--- src/rtl/bias_relu_layer14.sv ---
// bias_relu_layer14: per-lane post-accumulation stage for layer 14.
// Accumulates N_PASS partial-sum vectors from the adder tree, adds the
// per-channel bias, applies optional ReLU, saturates to DW bits and hands
// one result vector downstream over a valid/ready handshake.
//
// Ports:
//   clk, rst_n           clock, asynchronous active-low reset
//   in_valid/in_ready    partial-sum vector handshake (in_ready is combinational)
//   in_data              N_adder_tree lanes of DW-bit signed partial sums
//   bias                 N_adder_tree lanes of DW-bit signed bias (sampled in FINISH)
//   out_valid/out_ready  result vector handshake
//   out_data             N_adder_tree lanes of DW-bit saturated results
//   pass_cnt             partial sums accepted for the vector in progress
module bias_relu_layer14 #(
  parameter int unsigned N_adder_tree = 16,
  parameter int unsigned DW           = 18,
  parameter int unsigned ACC_W        = 24,
  parameter int unsigned N_PASS       = 4,
  parameter bit          RELU_EN      = 1'b1,
  localparam int unsigned PCW         = (N_PASS > 1) ? $clog2(N_PASS) : 1
) (
  input  logic                       clk,
  input  logic                       rst_n,
  input  logic                       in_valid,
  output logic                       in_ready,
  input  logic [N_adder_tree*DW-1:0] in_data,
  input  logic [N_adder_tree*DW-1:0] bias,
  output logic                       out_valid,
  input  logic                       out_ready,
  output logic [N_adder_tree*DW-1:0] out_data,
  output logic [PCW-1:0]             pass_cnt
);

  // Bias add is done one bit wider than the accumulator so it never wraps.
  localparam int unsigned SW = ACC_W + 1;
  localparam logic signed [SW-1:0] SAT_MAX = {{(SW-DW+1){1'b0}}, {(DW-1){1'b1}}};
  localparam logic signed [SW-1:0] SAT_MIN = {{(SW-DW+1){1'b1}}, {(DW-1){1'b0}}};

  typedef enum logic [1:0] {
    ACCUM  = 2'd0,
    FINISH = 2'd1,
    HOLD   = 2'd2
  } state_t;

  state_t                     state;
  logic                       fire;
  logic                       first_pass;
  logic                       last_pass;
  logic [N_adder_tree*DW-1:0] res;

  assign in_ready   = (state == ACCUM);
  assign fire       = in_valid && in_ready;
  assign first_pass = (pass_cnt == '0);
  assign last_pass  = (pass_cnt == PCW'(N_PASS - 1));

  // Independent per-lane accumulator and bias/ReLU/saturate datapath.
  for (genvar k = 0; k < N_adder_tree; k++) begin : g_lane
    logic signed [DW-1:0]    in_lane;
    logic signed [DW-1:0]    bias_lane;
    logic signed [DW-1:0]    sat;
    logic signed [ACC_W-1:0] in_ext;
    logic signed [ACC_W-1:0] acc;
    logic signed [SW-1:0]    sum;
    logic signed [SW-1:0]    rel;

    assign in_lane   = in_data[DW*k +: DW];
    assign bias_lane = bias[DW*k +: DW];
    assign in_ext    = {{(ACC_W-DW){in_lane[DW-1]}}, in_lane};
    assign sum       = {acc[ACC_W-1], acc} + {{(SW-DW){bias_lane[DW-1]}}, bias_lane};

    // ReLU first, then clamp into the DW-bit signed range.
    always_comb begin
      rel = sum;
      if (RELU_EN && sum[SW-1]) begin
        rel = '0;
      end
      sat = rel[DW-1:0];
      if (rel > SAT_MAX) begin
        sat = SAT_MAX[DW-1:0];
      end else if (rel < SAT_MIN) begin
        sat = SAT_MIN[DW-1:0];
      end
    end

    // First pass of a vector overwrites, later passes accumulate.
    always_ff @(posedge clk or negedge rst_n) begin
      if (!rst_n) begin
        acc <= '0;
      end else if (fire) begin
        acc <= first_pass ? in_ext : acc + in_ext;
      end
    end

    assign res[DW*k +: DW] = sat;
  end

  // Control FSM with registered outputs.
  always_ff @(posedge clk or negedge rst_n) begin
    if (!rst_n) begin
      state     <= ACCUM;
      pass_cnt  <= '0;
      out_valid <= 1'b0;
      out_data  <= '0;
    end else begin
      case (state)
        ACCUM: begin
          if (fire) begin
            if (last_pass) begin
              pass_cnt <= '0;
              state    <= FINISH;
            end else begin
              pass_cnt <= pass_cnt + PCW'(1);
            end
          end
        end
        FINISH: begin
          out_data  <= res;
          out_valid <= 1'b1;
          state     <= HOLD;
        end
        HOLD: begin
          if (out_ready) begin
            out_valid <= 1'b0;
            state     <= ACCUM;
          end
        end
        default: begin
          state <= ACCUM;
        end
      endcase
    end
  end

endmodule

--- config.mk ---
export PLATFORM = sky130hd
export DESIGN_NAME = bias_relu_layer14
export DESIGN_NICKNAME = d
export VERILOG_FILES = /design/src/rtl/bias_relu_layer14.sv
export SDC_FILE = /design/constraint.sdc
export NUM_CORES = 2
export LEC_CHECK = 0
export ABC_AREA = 1
export BUFFER_PORTS_ARGS = -buffer_cell sky130_fd_sc_hd__buf_2
export CORE_ASPECT_RATIO = 1.5
export CORE_MARGIN = 3
export CORE_UTILIZATION = 40
export CTS_CLUSTER_DIAMETER = 60
export CTS_CLUSTER_SIZE = 16
export DETAILED_ROUTE_END_ITERATION = 8
export MAX_ROUTING_LAYER = met4
export PLACE_DENSITY = 0.57
export SYNTH_ARGS = -nofsm -noshare
export SYNTH_HDL_FRONTEND = slang
export SYNTH_SLANG_ARGS = --single-unit
--- constraint.sdc ---
create_clock -name clk -period 3.6 [get_ports clk]
set_clock_uncertainty 0.1 [all_clocks]
set_input_delay 0.54 -clock clk [delete_from_list [all_inputs] [get_ports clk]]
set_output_delay 0.54 -clock clk [all_outputs]
set_load 0.1 [all_outputs]
# After elaboration in Yosys (flattened, before gate mapping)
# Cells that the tools add are included.
dict set report totals {
  ff_bits 677
  inputBits 580
  elab_cells 169
}
dict set report classes {
  addsub 33
  n_lt_le_gt_ge 32
  n_eq_ne 6
  muxes 71
  n_reduce_logical 7
}
# cell n
set ops {}
lappend ops {{24-bit 2-to-1 mux} 32}
lappend ops {{18-bit 2-to-1 mux} 32}
lappend ops {{24-bit by 18-bit adder with 25-bit output} 16}
lappend ops {{25-bit by 18-bit less-than comparator with 1-bit output (second input constant)} 16}
lappend ops {{24-bit by 18-bit adder with 24-bit output} 16}
lappend ops {{25-bit by 18-bit greater-than comparator with 1-bit output (second input constant)} 15}
lappend ops {{24-bit by 17-bit greater-than comparator with 1-bit output (second input constant)} 1}
lappend ops {{2-bit 2-to-1 mux} 4}
lappend ops {{2-bit one-hot mux with 3 select lines} 1}
lappend ops {{2-bit == test (second input constant)} 2}
lappend ops {{2-bit logical NOT} 2}
lappend ops {{2-bit by 1-bit != test with 1-bit output (second input constant)} 2}
lappend ops {{2-bit AND reduction} 2}
lappend ops {{3-bit AND reduction} 1}
lappend ops {{2-bit by 1-bit adder with 2-bit output (second input constant)} 1}
lappend ops {{2-bit by 1-bit == test with 1-bit output (second input constant)} 1}
lappend ops {{2-bit != test (second input constant)} 1}
lappend ops {{1-bit one-hot mux with 2 select lines} 1}
lappend ops {{2-bit nonzero test} 1}
lappend ops {{1-bit logical AND} 1}
lappend ops {{1-bit 2-to-1 mux} 1}

# Longest topological paths before layout
dict set report logic_depth {
  depth_word 5
  depth_mapped 20
  ltp_nobuf 18
}

# Worst setup path before layout
# No wires, ideal clock.
dict set report synth_timing {
  path_type {flip-flop to flip-flop}
  startpoint {register state[1]}
  endpoint {register g_lane[13].acc[14]}
  arrival_ps 3154
  setup_slack_ps 280
  stages_incl_launch_ff 8
  period_less_slack_ps 3320
  path_cell_list {dfrtp_1 nor2_1 nand2_1 inv_2 clkbuf_1 clkbuf_1 o221ai_1 nand2_1}
}
dict set report synth_via {
  elab_chain_cells 2
}
# item line_no
set synth_lines {}
lappend synth_lines {{start, declared} 45} ;# state_t state;
lappend synth_lines {{start signal, assigned} 100} ;# state <= ACCUM;
lappend synth_lines {{start signal, assigned} 110} ;# state <= FINISH;
lappend synth_lines {{start signal, assigned} 119} ;# state <= HOLD;
lappend synth_lines {{2-bit logical NOT} 51} ;# assign in_ready = (state == ACCUM);
lappend synth_lines {{via in_ready} 25} ;# output logic in_ready,
lappend synth_lines {{1-bit logical AND} 52} ;# assign fire = in_valid && in_ready;
lappend synth_lines {{end signal, assigned} 90} ;# acc <= first_pass ? in_ext : acc + in_ext;
lappend synth_lines {{end, declared} 62} ;# logic signed [ACC_W-1:0] acc;
# The timed path passes the listed nets, and every way through them passes these cells.
# A chain may end at the register's enable or synchronous reset.

# Worst setup path after layout
dict set report layout_timing {
  startpoint {register g_lane[12].acc[0]}
  endpoint {register out_data[227]}
}
dict set report layout_via {
  elab_chain_cells 5
  word_cells_on_any_way 6
  classes_between {add/sub: 1; order compare: 2; mux: 3}
}
# item line_no
set layout_lines {}
lappend layout_lines {{start, declared} 62}
lappend layout_lines {{start signal, assigned} 90}
lappend layout_lines {{24-bit by 18-bit adder with 25-bit output *} 69} ;# assign sum = {acc[ACC_W-1], acc} + {{(SW-DW){bias_lane[DW-1]}}, bias_lane};
lappend layout_lines {{24-bit 2-to-1 mux *} 74} ;# if (RELU_EN && sum[SW-1]) begin
lappend layout_lines {{25-bit by 18-bit less-than comparator with 1-bit output} 80} ;# end else if (rel < SAT_MIN) begin
lappend layout_lines {{18-bit 2-to-1 mux} 80}
lappend layout_lines {{18-bit 2-to-1 mux *} 78} ;# if (rel > SAT_MAX) begin
lappend layout_lines {{end signal, assigned} 117} ;# out_data <= res;
lappend layout_lines {{end, declared} 30} ;# output logic [N_adder_tree*DW-1:0] out_data,
# Mark *: on every way between the ends. The rest lies on a longest branch, timed or not.

==> flow_summary.ini <==
[status]
status = finished, final reports clean

[place]
io_buffers = 871
dp_hpwl_microns = 256000
post_dp_cell_area_sq_um = 88200
preCtsSetupSlack_ps = 213
place.gp.congestion = 1.00

[floorplan]
core-area_sq_um = 200000
ioPinCount = 872
die-area_sq_um = 207000
rows = 201
fp.dieH_microns = 555
die_x_microns = 372
initial_core_util_pct = 40.2

[timing]
clock.fmax_ghz = 0.306
rsz0062_at_grt = false
slew_violations = 0
period_share_pct = 90.7
min_period_ps = 3260
setup_violations = 0
hold_ws_ps = 62.5
fin_setup_tns_ps = 0
hold_violations = 0
max_slew_margin_pct = 32.2
worst_pin_slew_ps = 1020
fin_ws_ps = 335

[synth]
muxShareOfSynthArea_pct = 0
synth_compound_area_share_pct = 15.1
yosys.area.top_type_share_pct = 21.1
synthSimpleGateAreaFrac_pct = 36.7
synthArstFlopShare_pct = 100
synth.area.top_cells = dfrtp_1, nand2_1, ha_1
yosysUniqueCellTypes = 44
synth_common_cells = nand2_1, inv_1, a21oi_1, nor2_1, nand3_1
synth_flop_cell = dfrtp_1
yosysSeqAreaShare_pct = 21.1
ys_seq_elements = 677
syn_avg_cell_area_sq_um = 6.06
syn_nets = 14600
synth-edff-count = 0
synth_top_family_by_area = simple AND/OR/NAND/NOR gates
yosysMostFrequentCell = nand2_1
synth_top_cell_by_area = dfrtp_1
synth_warnings = 0
synth_area_sq_um = 80400
syn_inst = 13300
synth_fa_ha_area_share_pct = 12.5
synth_xor_area_share_pct = 3.88

[power]
ir_worst_vdd_uv = 874
p_per_area_nw_per_um2 = 1070
p_leak_uw = 0.0494

[cells_and_area]
final_area_sq_um = 93500
final_nets = 15600
fillers = 21900
area_growth_pct = 16.3
drive_gt1_share_pct = 11.3

[routing]
wl_met2_microns = 151000
remaining_drc_errors = 0
routed.top_layer = met4
route.met3.wl_microns = 21000
drt_iter0_markers = 5593
drtPass1Iterations = 8
wl_per_cell_microns = 18.1
wirelength_met1_microns = 127000
ant_nets = 0
via_per_inst = 5.13
wl_microns = 310000
via_count = 87700

[cts]
path_clk_slew_ps = 70
cts_tree = built
clock_path_buffers = 3
cts_sinks = 677
cts_buffers = 94
clkLatencyLatePin_ps = 730
clockRootBuffer = clkbuf_16
htree_num_levels = 3

[global_routing]
grt_remaining_overflow = 0
grt_max_degree = 113
antenna_found_initial = 135
grt_pass1_wl_microns = 477000
track_usage_pct = 29.9
grt_pass1_vias = 85700

[critical_path]
critical_path_required_ps = 4100
path_class = flip-flop to flip-flop
startpoint_type = flip-flop
cp_max_fo = 17
arrival_ps = 3770
endpoint_kind = flip-flop

[min_path]
hold_class = input pin to flip-flop

[flow_run]
maxCapViolations = 0
worst paths after layout:
path                              startpoint                 to  slack (ps)  cells past startpoint
hold / removal                  in_data[129]   g_lane[7].acc[3]          60                      3
setup reg to reg           g_lane[12].acc[0]      out_data[227]         340                     17
max in group asynchronous              rst_n        out_data[9]        2100                      4
setup / recovery           g_lane[12].acc[0]      out_data[227]         340                     17
min in group asynchronous              rst_n  g_lane[9].acc[19]         250                      2
hold reg to reg                 out_data[71]       out_data[71]         390                      2
final cells by class:
cell class	count	area (sq um)	area share, %
inverters	1984	7470	7.99
clock buffers	111	2550	2.73
diodes	125	313	0.334
repair buffers	1155	7290	7.79
clock inverters	65	821	0.877
flip-flops and latches	677	16900	18.1
multi-input cells	10300	54900	58.6
well taps	2639	3300	3.53
power breakdown:
group          total, uW  switching (uW)  leakage (uW)  internal (uW)
clock              10200            4490       0.00163           5740
combinational      74500           51800        0.0403          22700
sequential         15000            3790       0.00744          11200
timing repair:
item	CTS	global route
endpoints found under the setup margin	0	1
buffers inserted	0	0
resized for setup	0	1
hold buffers	169	0
hold endpoints to repair	197	0
worst max-delay path, cell delays in order (launching register included):
cell	delay, ps
dfrtp_1	460
ha_1	260
inv_1	70
fa_1	390
inv_1	100
nand2_1	70
nand2_1	90
nand3_1	70
nand2_1	170
nand2_1	90
nand4_1	110
nand2_2	250
inv_2	190
a21oi_2	60
nor2_4	350
nand3_1	170
nand2_1	90
inv_1	40
metrics by stage:
stage,util [%],total power [uW],std cells
floorplan,-,70200,13300
global placement,44.1,89100,16600
detailed placement,44.1,88900,16600
CTS,46.6,99900,17000
global route,46.8,109000,17100
finish,46.8,99800,17100
cells by family after synthesis:
| kind of cell | after synthesis |
|---|---|
| DFF | 677 |
| buffers and inverters | 2251 |
| and+or+nand+nor | 6992 |
| adders and majority gates | 786 |
| AOI/OAI and AO/OA | 2203 |
| xor gates and xnor gates | 356 |
placed cells by master, fill, tap and decap left out, types with 134 or more instances in the layout:
master         netlist  final
nand2_1           4107   4105
inv_1             1971   1969
a21oi_1           1183   1183
nor2_1            1129   1128
nand3_1            898    898
buf_2               23    870
ha_1               754    753
dfrtp_1            677    677
o21ai_0            530    530
or2_2              361    361
nand4_1            218    218
xor2_1             218    218
dlygate4sd3_1        0    169
xnor2_1            138    138
o211ai_1           135    135
o21bai_1           134    134
metal layers:
metal / vias to the layer above / global-route usage, %
li1: 45000 / -
met1: 40200 / 34.2
met2: 2105 / 51.4
met3: 465 / 6.32
met4: 0 / 10.3
met5: - / -
state kept, by name, indices dropped and copies added, names as in the netlist:
| signal | count |
|---|---|
| g_lane.acc | 384 |
| out_data | 288 |
| out_valid | 1 |
| pass_cnt | 2 |
| state | 2 |
(Power assumes the default switching activity.)
